<file path="src/rtl/alu_arbiter.sv">
// Two-requester arbiter in front of a shared combinational ALU.
// Ports: req0/req1 valid/ready + operands, alu_* to/from ALU, rsp_* registered result, op_count_o.
module alu_arbiter #(
  parameter int PRIO_FIXED = 0
) (
  input  logic        clk_i,
  input  logic        rst_i,
  input  logic        req0_valid_i,
  output logic        req0_ready_o,
  input  logic [31:0] req0_src1_i,
  input  logic [31:0] req0_src2_i,
  input  logic [4:0]  req0_ctrl_i,
  input  logic        req1_valid_i,
  output logic        req1_ready_o,
  input  logic [31:0] req1_src1_i,
  input  logic [31:0] req1_src2_i,
  input  logic [4:0]  req1_ctrl_i,
  output logic [31:0] alu_src1_o,
  output logic [31:0] alu_src2_o,
  output logic [4:0]  alu_ctrl_o,
  input  logic [31:0] alu_result_i,
  input  logic        alu_zero_i,
  output logic        rsp_valid_o,
  input  logic        rsp_ready_i,
  output logic        rsp_id_o,
  output logic [31:0] rsp_result_o,
  output logic        rsp_zero_o,
  output logic        rsp_err_o,
  output logic [15:0] op_count_o
);

  localparam logic [4:0] LAST_LEGAL = 5'd18;

  logic        rsp_valid_q, rsp_valid_d;
  logic        rsp_id_q, rsp_id_d;
  logic [31:0] rsp_result_q, rsp_result_d;
  logic        rsp_zero_q, rsp_zero_d;
  logic        rsp_err_q, rsp_err_d;
  logic [15:0] op_count_q, op_count_d;
  logic        last_gnt_q, last_gnt_d;

  logic        slot_free;
  logic        gnt0;
  logic        gnt1;
  logic        gnt;
  logic [31:0] sel_src1;
  logic [31:0] sel_src2;
  logic [4:0]  sel_ctrl;
  logic        legal;
  logic        fwd;

  always_comb begin
    slot_free = !rsp_valid_q || rsp_ready_i;
    // req0 wins a contest under fixed priority or when req1 went last
    gnt0 = rst_i && slot_free && req0_valid_i &&
           (!req1_valid_i || (PRIO_FIXED != 0) || last_gnt_q);
    gnt1 = rst_i && slot_free && req1_valid_i && !gnt0;
    gnt  = gnt0 || gnt1;
    sel_src1 = gnt1 ? req1_src1_i : req0_src1_i;
    sel_src2 = gnt1 ? req1_src2_i : req0_src2_i;
    sel_ctrl = gnt1 ? req1_ctrl_i : req0_ctrl_i;
    legal = (sel_ctrl <= LAST_LEGAL);
    // illegal codes are consumed but never reach the ALU
    fwd = gnt && legal;
  end

  assign req0_ready_o = gnt0;
  assign req1_ready_o = gnt1;
  assign alu_src1_o   = fwd ? sel_src1 : 32'd0;
  assign alu_src2_o   = fwd ? sel_src2 : 32'd0;
  assign alu_ctrl_o   = fwd ? sel_ctrl : 5'd0;

  always_comb begin
    rsp_valid_d  = rsp_valid_q;
    rsp_id_d     = rsp_id_q;
    rsp_result_d = rsp_result_q;
    rsp_zero_d   = rsp_zero_q;
    rsp_err_d    = rsp_err_q;
    op_count_d   = op_count_q;
    last_gnt_d   = last_gnt_q;
    if (gnt) begin
      rsp_valid_d  = 1'b1;
      rsp_id_d     = gnt1;
      rsp_result_d = legal ? alu_result_i : 32'd0;
      rsp_zero_d   = legal ? alu_zero_i : 1'b0;
      rsp_err_d    = !legal;
      op_count_d   = op_count_q + 16'd1;
      last_gnt_d   = gnt1;
    end else if (rsp_ready_i) begin
      rsp_valid_d  = 1'b0;
    end
  end

  always_ff @(posedge clk_i or negedge rst_i) begin
    if (!rst_i) begin
      rsp_valid_q  <= 1'b0;
      rsp_id_q     <= 1'b0;
      rsp_result_q <= 32'd0;
      rsp_zero_q   <= 1'b0;
      rsp_err_q    <= 1'b0;
      op_count_q   <= 16'd0;
      last_gnt_q   <= 1'b1;
    end else begin
      rsp_valid_q  <= rsp_valid_d;
      rsp_id_q     <= rsp_id_d;
      rsp_result_q <= rsp_result_d;
      rsp_zero_q   <= rsp_zero_d;
      rsp_err_q    <= rsp_err_d;
      op_count_q   <= op_count_d;
      last_gnt_q   <= last_gnt_d;
    end
  end

  assign rsp_valid_o  = rsp_valid_q;
  assign rsp_id_o     = rsp_id_q;
  assign rsp_result_o = rsp_result_q;
  assign rsp_zero_o   = rsp_zero_q;
  assign rsp_err_o    = rsp_err_q;
  assign op_count_o   = op_count_q;

endmodule

</file>
<file path="config.mk">
export PLATFORM = sky130hd
export DESIGN_NAME = alu_arbiter
export DESIGN_NICKNAME = d
export VERILOG_FILES = /design/src/rtl/alu_arbiter.sv
export SDC_FILE = /design/constraint.sdc
export NUM_CORES = 1
export LEC_CHECK = 0
export ABC_AREA = 1
export CORE_AREA = 5 5 114 116
export DETAILED_ROUTE_END_ITERATION = 8
export DIE_AREA = 0 0 119 121
export GPL_TIMING_DRIVEN = 0
export PLACE_DENSITY = 0.76
export SYNTH_ARGS = -nofsm -noshare
export SYNTH_HDL_FRONTEND = slang
export SYNTH_SLANG_ARGS = --single-unit
</file>
<file path="constraint.sdc">
create_clock -name clk_i -period 4.2 [get_ports clk_i]
set_clock_uncertainty 0.2 [all_clocks]
set_input_delay 1.26 -clock clk_i [delete_from_list [all_inputs] [get_ports clk_i]]
set_output_delay 1.26 -clock clk_i [all_outputs]
set_load 0.1 [all_outputs]
</file>
---- After elaboration in Yosys (flattened, before gate mapping) ----
Cells that the tools add are included.
word-level totals
  register bits ........................... 53
  input bits .............................. 176
  output and inout bits ................... 123
  word-level logic and storage cells ...... 33
operators by class
  add/subtract/negate cells ............... 1
  magnitude comparators ................... 1
  mux-type cells .......................... 10
  reductions and logical operators ........ 14
operators with widths
  operator                                                         count
  32-bit two-way mux                                               5
  16-bit by 1-bit adder with 16-bit output, second input constant  1
  5-bit two-way mux                                                2
  1-bit logical AND                                                6
  5-bit <= comparator, second input constant                       1
  1-bit logical NOT                                                4
  1-bit logical OR                                                 3
  1-bit two-way mux                                                3
  2-bit nonzero test                                               1

---- Longest topological paths before layout ----
Gate-level depths: netlist of run 1.
  depth in word-level cells ............... 11
  depth in mapped cells ................... 13
  mapped depth without buffers ............ 11

---- Worst setup path before layout of run 1 ----
No wires, ideal clock.
  path kind ............................... input port to output port
  start point ............................. input port req1_valid_i
  end point ............................... output port alu_src2_o[11]
  arrival time ............................ 4,038 ps
  required time ........................... 2,740 ps
  path slack .............................. -1,298 ps
  stages on the path ...................... 12
  path buffers ............................ 3
  cell sequence ........................... buf_4 -> nand2_2 -> nand2_4 -> nand3_4 -> inv_1 -> nand2_1 -> nand2_1 -> nand2_2 -> nand2_2 -> buf_6 -> buf_6 -> nor2_1
on the way
  word-level cells in the longest chain between the ends .. 9
  elaborated cells on any way between the ends .. 12
  those cells by class .................... order compare (1); mux (3); reduce/logical (8)
RTL lines
  element               line  RTL
  start: declaration    13    input logic req1_valid_i,
  1-bit logical NOT     56    (!req1_valid_i || (PRIO_FIXED != 0) || last_gnt_q);
  1-bit logical OR      56
  1-bit logical AND     55    gnt0 = rst_i && slot_free && req0_valid_i &&
  1-bit logical NOT     57    gnt1 = rst_i && slot_free && req1_valid_i && !gnt0;
  1-bit logical AND *   57
  via req1_ready_o      14    output logic req1_ready_o,
  5-bit two-way mux     61    sel_ctrl = gnt1 ? req1_ctrl_i : req0_ctrl_i;
  5-bit <= comparator   62    legal = (sel_ctrl <= LAST_LEGAL);
  1-bit logical AND     64    fwd = gnt && legal;
  32-bit two-way mux *  70    assign alu_src2_o = fwd ? sel_src2 : 32'd0;
  end: declaration      19    output logic [31:0] alu_src2_o,
The timed path passes the listed nets; every way through them passes the cells marked *.

---- Final worst setup path of run 1 ----
  start point ............................. input port req1_valid_i
  end point ............................... output port alu_src2_o[18]
on the way
  word-level cells in the longest chain between the ends .. 9
  elaborated cells on any way between the ends .. 12
  those cells by class .................... order compare (1); mux (3); reduce/logical (8)
RTL lines
  element               line
  1-bit logical NOT     56
  1-bit logical OR      56
  1-bit logical AND     55
  1-bit logical NOT     57
  1-bit logical AND     57
  5-bit two-way mux     61
  5-bit <= comparator   62
  1-bit logical AND     64
  32-bit two-way mux *  70
Every way passes the cells marked *; elsewhere a longest branch is shown, timed or not.

==> out/results.ini, run 1 <==
[outcome]
status = finished with violations
violations = negative setup slack

[clock_tree]
cts_inserted_buffers = 5
clock_sinks = 53
h-tree-depth = 2
root_buffer = clkbuf_16
tritoncts = done
clk_pin_slew_ps = 70
cts_buffer_depth = 2
clock_latency_ps = 290

[yosys]
synth_seq_area_share_pct = 38.26
yosysTopAreaCellShare_pct = 37.50
syn_inst = 434
syn_area_per_cell_sq_um = 7.994
synth_fp_nets = 611
yosysUniqueCellTypes = 27
synth_area_leaders = dfrtp_1, mux2i_1, nand2_1
netlist.top_cell.by_area = dfrtp_1
yosys_warnings = 0
synth_seq_cells = 53
synth_area_sq_um = 3470

[sta]
fmax_mhz = 231.8
rsz0062_at_grt = true
tightest_slew_ps = 1023
relSlewSlack_pct = 31.56
setup_viol = 67
fin_crit_ps = 4314
whs_ps = 280.5
worst_slack_ps = -113.9
hold_viol = 0
drv_slew = 0
finalCritPeriodShare_pct = 102.7

[critical_path]
worstPathRequired_ps = 2740
path_cells = buf_4 > nand2_2 > nand2_4 > nand3_4 > nand2_2 > nand2_2 > nor2_2 > nand2_2 > nand2_4 > nand2_4 > buf_12 > buf_16 > nor2_4 > buf_12
max_stage_delay_ps = 180
crit_slowest_cell = buf_12
startpoint = req1_valid_i
crit_path_start_kind = input port
arrival_ps = 2850
path_max_fanout = 7
critPathBufInv = 4
critPathTopFamily = simple AND/OR/NAND/NOR gates
rr_startpoint = rsp_valid_o
rrSetupSlack_ps = 1880
critPathCaptureType = primary output
setup.worst_path.class = in2out
crit_top_cell = nand2_2

[final_layout]
multi_input_area_sq_um = 2377
layout_commonest_cell = clkdlybuf4s50_1
area_delta_synth_final_pct = 136.0
diodes = 0
drive_above_1_share_pct = 27.76
nNetsFinal = 936
layout_common_cells = clkdlybuf4s50_1, nand2_1, nor2_4
fillerInstances = 881
seq_area_sq_um = 1328
stdcell_count = 907

[detailed_routing]
highest_layer = met4
wl_met1_um = 5981
drcViolationCount = 0
wire_per_inst_um = 18.92
vias_per_cell = 4.734
drtIter0Drc = 235
dr_wl_met3_um = 1113
first_pass_iters = 4
met2_length_um = 9794
wl_um = 17160
dr_total_vias = 4294
drtAntennaViolNets = 0

[floorplan]
die_area_sq_um = 14400
core_sq_um = 11810
start_util_pct = 29.38
row_count = 40
die_h_um = 121
die_w_um = 119
ioPinCount = 299

[place]
dp_cells = 879
dp_hpwl_um = 13450
place.gp.congestion = 0.8741
portBuffers = 297

[grt]
grt_overflow_total = 0
grt_pass1_vias = 4700
antenna_found_initial = 0
grt_use_total_pct = 22.83
grt_pass1_wl_um = 25950
grt_max_degree = 20

[worst_hold_path]
min-delay-path-class = reg2reg
min_from = rsp_result_o[17]

[power_and_ir_drop]
p_leak_nw = 3.843
p_per_area_nw_per_um2 = 431.3
vdd_drop_max_mv = 0.2045

[run]
drv_cap = 0

==> timing repair <==
item	4_1_cts	5_1_grt
gates cloned	5	1
gates resized for setup	641	12
pin swaps	14	17
hold endpoints to repair	0	0
buffers inserted	16	2
setup endpoints to repair	71	69
hold buffers	0	0
==> metal layers <==
metal | GRT usage (%) | vias up
li1 | - | 2054
met1 | 24.68 | 2064
met2 | 44.44 | 160
met3 | 6.061 | 16
met4 | 4.490 | 0
met5 | 0 | -
==> state kept, by name, summed over array words and instances (netlist names) <==
register	cells
rsp_err_o	1
rsp_zero_o	1
rsp_valid_o	1
rsp_result_o	32
last_gnt_q	1
op_count_o	16
rsp_id_o	1
==> synthesized netlist by cell type (all sizes together) <==
cell type / n
buf: 22
xor2: 9
dfrtp: 52
nand3b: 1
a21oi: 3
ha: 1
clkbuf: 5
xnor2: 2
nor2: 79
mux2i: 64
nand3: 39
nor3: 2
nand4: 8
nand2: 118
a31oi: 1
dfstp: 1
o21ai: 5
inv: 22
==> worst paths after layout <==
kind | endpoint | cells past startpoint
setup reg to reg | op_count_o[15] | 10
min in group asynchronous | op_count_o[5] | 1
max in group asynchronous | rsp_result_o[0] | 4
hold / removal | rsp_result_o[17] | 2
setup / recovery | alu_src2_o[18] | 14
hold reg to reg | rsp_result_o[17] | 2
==> cell type report <==
| type | count | share of cell area [%] |
|---|---|---|
| tap | 147 | 2.247 |
| clock inverter | 2 | 0.1681 |
| multi-input combinational | 332 | 29.04 |
| timing repair buffer | 320 | 46.95 |
| sequential | 53 | 16.22 |
| clock buffer | 6 | 1.696 |
| buffer | 25 | 2.583 |
| inverter | 22 | 1.100 |
==> power by group <==
| part | switching (W) | internal, W | leakage [nW] | total, W |
|---|---|---|---|---|
| registers | 0.0000943 | 0.000629 | 0.676 | 0.000724 |
| clock network | 0.000188 | 0.000238 | 0.0768 | 0.000426 |
| logic | 0.00167 | 0.000708 | 3.09 | 0.00238 |
==> worst register-to-register path, stage by stage (launching register included) <==
cell and delay (ps):
dfrtp_1 430, a21oi_4 210, buf_4 150, nand2_1 60, nand2_1 190, buf_4 290
nand4_1 150, nor2_1 280, nand3_1 130, nand2_1 90, nand2_1 40
==> per-stage QoR <==
step / power (W) / util [%] / cell area, sq um / setup slack [ps] / setup TNS (ps)
final: 0.003531 / 69.31 / 8187 / -113.9 / -4903
after detailed placement: 0.002932 / 59.89 / 7074 / -2222 / -150080
after floorplan: 0.002307 / - / 3902 / -592.0 / -39170
after global routing: 0.003656 / 69.31 / 8187 / -194.0 / -10700
after global placement: 0.002908 / 59.77 / 7059 / -3817 / -327030
after CTS: 0.003531 / 69.00 / 8150 / -206.3 / -11490
==> logic make-up (layout without fill, tap and decap cells) <==
family / after synthesis / after routing / synth area share, %
simple gates: 247 / 247 / 31.70
mux: 64 / 64 / 18.46
flops: 53 / 53 / 38.26
buf+inv: 49 / 375 / 6.780
xor+xnor: 11 / 11 / 2.777
compound gates: 9 / 9 / 1.659
fa+ha+maj: 1 / 1 / 0.3606
(Power assumes the default switching activity.)
==> run 2: changes to the inputs <==
--- a/config.mk
+++ b/config.mk
@@ -6,6 +6,7 @@
 export NUM_CORES = 1
 export LEC_CHECK = 0
 export ABC_AREA = 1
+export CAP_MARGIN = 20
 export CORE_AREA = 5 5 114 116
 export DETAILED_ROUTE_END_ITERATION = 8
 export DIE_AREA = 0 0 119 121
==> results of run 2 <==
Same layout as run 1: the final DEF is identical, and so are final timing and power.
==> run 3: changes to the inputs <==
--- a/config.mk
+++ b/config.mk
@@ -7,9 +7,9 @@
 export LEC_CHECK = 0
 export ABC_AREA = 1
 export CAP_MARGIN = 20
-export CORE_AREA = 5 5 114 116
+export CORE_AREA = 4 4 113 115
 export DETAILED_ROUTE_END_ITERATION = 8
-export DIE_AREA = 0 0 119 121
+export DIE_AREA = 0 0 117 119
 export GPL_TIMING_DRIVEN = 0
 export PLACE_DENSITY = 0.76
 export SYNTH_ARGS = -nofsm -noshare
==> constraint.sdc (replaced) <==
create_clock -name clk_i -period 4.2 [get_ports clk_i]
set_clock_uncertainty 0.2 [all_clocks]
set_input_delay 1.26 -clock clk_i [delete_from_list [all_inputs] [get_ports clk_i]]
set_output_delay 1.26 -clock clk_i [all_outputs]
set_load 0.02 [all_outputs]
==> run 3 against run 2 <==
Cell count down 0.22%. The run still ends with negative setup slack left. Sequential power up 0.8%. Highest routed layer is now met5. Total power down 33%. Non-clock buffer count down 2. Core utilization down 7.2 points. Die area down 3.3%. Clock power down 6.8%. Sequential share of layout area up 1.9 points. Global-route usage up 0.51 points.
==> out/results.ini, run 3 (synthesis results as in run 1) <==
[detailed_routing]
drtIter0Drc = 206  ; was 235
first_pass_iters = 4  ; unchanged
wire_per_inst_um = 18.97  ; was 18.92 um
dr_total_vias = 4258  ; was 4,294
drtAntennaViolNets = 0  ; unchanged
wl_um = 17170  ; was 17,160 um
vias_per_cell = 4.705  ; was 4.734
drcViolationCount = 0  ; unchanged

[grt]
grt_pass1_wl_um = 25210  ; was 25,950 um
grt_overflow_total = 0  ; unchanged
grt_pass1_vias = 4414  ; was 4,700
grt_max_degree = 20  ; unchanged
antenna_found_initial = 2  ; was 0
grt_use_total_pct = 23.34  ; was 22.83%

[floorplan]
die_h_um = 119  ; was 121 um
start_util_pct = 29.38  ; unchanged
die_area_sq_um = 13920  ; was 14,400 sq um
row_count = 40  ; unchanged
core_sq_um = 11810  ; unchanged
die_w_um = 117  ; was 119 um
ioPinCount = 299  ; unchanged

[critical_path]
crit_slowest_cell = clkbuf_16  ; was buf_12
r2r-end = op_count_o[15]  ; unchanged
rr_worst_depth = 10  ; unchanged
setup.worst_path.class = in2out  ; unchanged
arrival_ps = 2790  ; was 2850 ps
crit_top_cell = nand2_2  ; unchanged
rr_startpoint = rsp_valid_o  ; unchanged
crit_path_start_kind = input port  ; unchanged
rrSetupSlack_ps = 1800  ; was 1880 ps
worstPathRequired_ps = 2740  ; about the same
critical_path.endpoint = alu_src2_o[15]  ; was alu_src2_o[18]
critPathCaptureType = primary output  ; unchanged
path_cells = buf_16 > inv_4 > a21oi_4 > nand3_4 > nand2_2 > nand2_2 > nor2_2 > nand2_2 > nand2_4 > nand2_8 > buf_12 > clkbuf_16 > nor2_4 > buf_6  ; was buf_4 > nand2_2 > nand2_4 > nand3_4 > nand2_2 > nand2_2 > nor2_2 > nand2_2 > nand2_4 > nand2_4 > buf_12 > buf_16 > nor2_4 > buf_12
startpoint = rst_i  ; was req1_valid_i
path_max_fanout = 7  ; unchanged
max_stage_delay_ps = 170  ; was 180 ps

[sta]
drv_slew = 0  ; unchanged
hold_viol = 0  ; unchanged
relSlewSlack_pct = 67.38  ; was 31.56%
fmax_mhz = 235.5  ; was 231.8 MHz
setup_viol = 14  ; was 67
fin_crit_ps = 4246  ; was 4314 ps
setup_tns_ps = -224.2  ; was -4903 ps
tightest_slew_ps = 489.4  ; was 1023 ps
whs_ps = 282.1  ; was 280.5 ps
rsz0062_at_grt = true  ; unchanged
worst_slack_ps = -46.28  ; was -113.9 ps
finalCritPeriodShare_pct = 101.1  ; was 102.7%

[final_layout]
layout_common_cells = clkdlybuf4s50_1, nand2_1, mux2i_1  ; was clkdlybuf4s50_1, nand2_1, nor2_4
fillerInstances = 977  ; was 881
layout_commonest_cell = clkdlybuf4s50_1  ; unchanged
nNetsFinal = 934  ; was 936
stdcell_count = 905  ; was 907
largest_register_ffs = 32  ; unchanged
drive_above_1_share_pct = 23.88  ; was 27.76%
diodes = 0  ; unchanged
area_delta_synth_final_pct = 111.6  ; was 136.0%

[place]
place_ws_ps = -1598  ; was -2222 ps
dp_hpwl_um = 13790  ; was 13,450 um
portBuffers = 297  ; unchanged
dp_cells = 879  ; unchanged
place.gp.congestion = 0.9106  ; was 0.8741

[clock_tree]
root_buffer = clkbuf_16  ; unchanged
clock_sinks = 53  ; unchanged
tritoncts = done  ; unchanged
ctsHoldBuffers = 0  ; unchanged
h-tree-depth = 2  ; unchanged
clock_latency_ps = 280  ; was 290 ps
clk_pin_slew_ps = 60  ; was 70 ps
cts_inserted_buffers = 5  ; unchanged
cts_buffer_depth = 2  ; unchanged

[worst_hold_path]
min-delay-path-class = reg2reg  ; unchanged

[run]
drv_cap = 0  ; unchanged

[power_and_ir_drop]
p_leak_nw = 3.661  ; was 3.843 nW
p_per_area_nw_per_um2 = 321.0  ; was 431.3 nW/um^2
vdd_drop_max_mv = 0.3556  ; was 0.2045 mV

[outcome]
status = finished with violations  ; unchanged
violations = negative setup slack  ; unchanged

run 3: cell types whose count changed in the layout (fill, tap and decap cells not counted), moves of 4 or more:
| cell | change |
|---|---|
| buf_6 | +43 |
| buf_8 | -29 |
| nor2_4 | -37 |
| nor2_1 | +28 |
| buf_4 | +20 |
| mux2i_2 | +5 |
| nor2_2 | +9 |
| mux2i_1 | -5 |
| buf_12 | -39 |
| buf_2 | +4 |
run 3: worst min path at each step:
stage	startpoint	to	cells after the start
CTS	rsp_result_o[22]	rsp_result_o[22]	2
floorplan	last_gnt_q	last_gnt_q	2
finish	rsp_id_o	rsp_id_o	2
detailed placement	rsp_result_o[22]	rsp_result_o[22]	2
global placement	rsp_id_o	rsp_id_o	2
global route	rsp_result_o[12]	rsp_result_o[12]	2
run 3: final cells by class:
cell class	instances	area (sq um)	area share, %
Clock buffer	7	132.6	1.806
Inverter	22	90.09	1.227
Tap cell	147	183.9	2.505
Multi-Input combinational cell	332	2155	29.35
Sequential cell	53	1328	18.08
Buffer	25	230.2	3.136
Clock inverter	1	7.507	0.1022
Timing Repair Buffer	318	3216	43.80
run 3: critical path, delay by kind of cell:
family                 cells  cell delay [ps]
and+or+nand+nor            8              770
buffers and inverters      5              580
AOI/OAI and AO/OA          1              160
run 3: power breakdown:
part	switching (W)	internal [W]	total [W]
Sequential	0.000100	0.000630	0.000730
Clock	0.000175	0.000222	0.000397
Combinational	0.000615	0.000614	0.00123
run 3: repair_timing:
action | in CTS | in global routing
setup buffers | 14 | 3
gates resized for setup | 429 | 61
setup endpoints to repair | 71 | 69
pin swaps | 11 | 15
cloned | 4 | 1
run 3: metal layers:
layer	GRT usage (%)	vias up	part of all wire (%)
met5	0	-	0.20
met1	28.06	1979	37
met2	41.11	210	51
met4	4.229	4	1.6
li1	-	2044	-
met3	6.961	21	10
run 3: per-stage QoR:
step | total power (W) | util (%) | instance area, sq um
detailed placement | 0.001854 | 56.23 | 6641
CTS | 0.002328 | 60.28 | 7119
finish | 0.002357 | 62.16 | 7342
floorplan | 0.001236 | - | 3470
global route | 0.002494 | 62.16 | 7342
global placement | 0.001832 | 56.10 | 6626
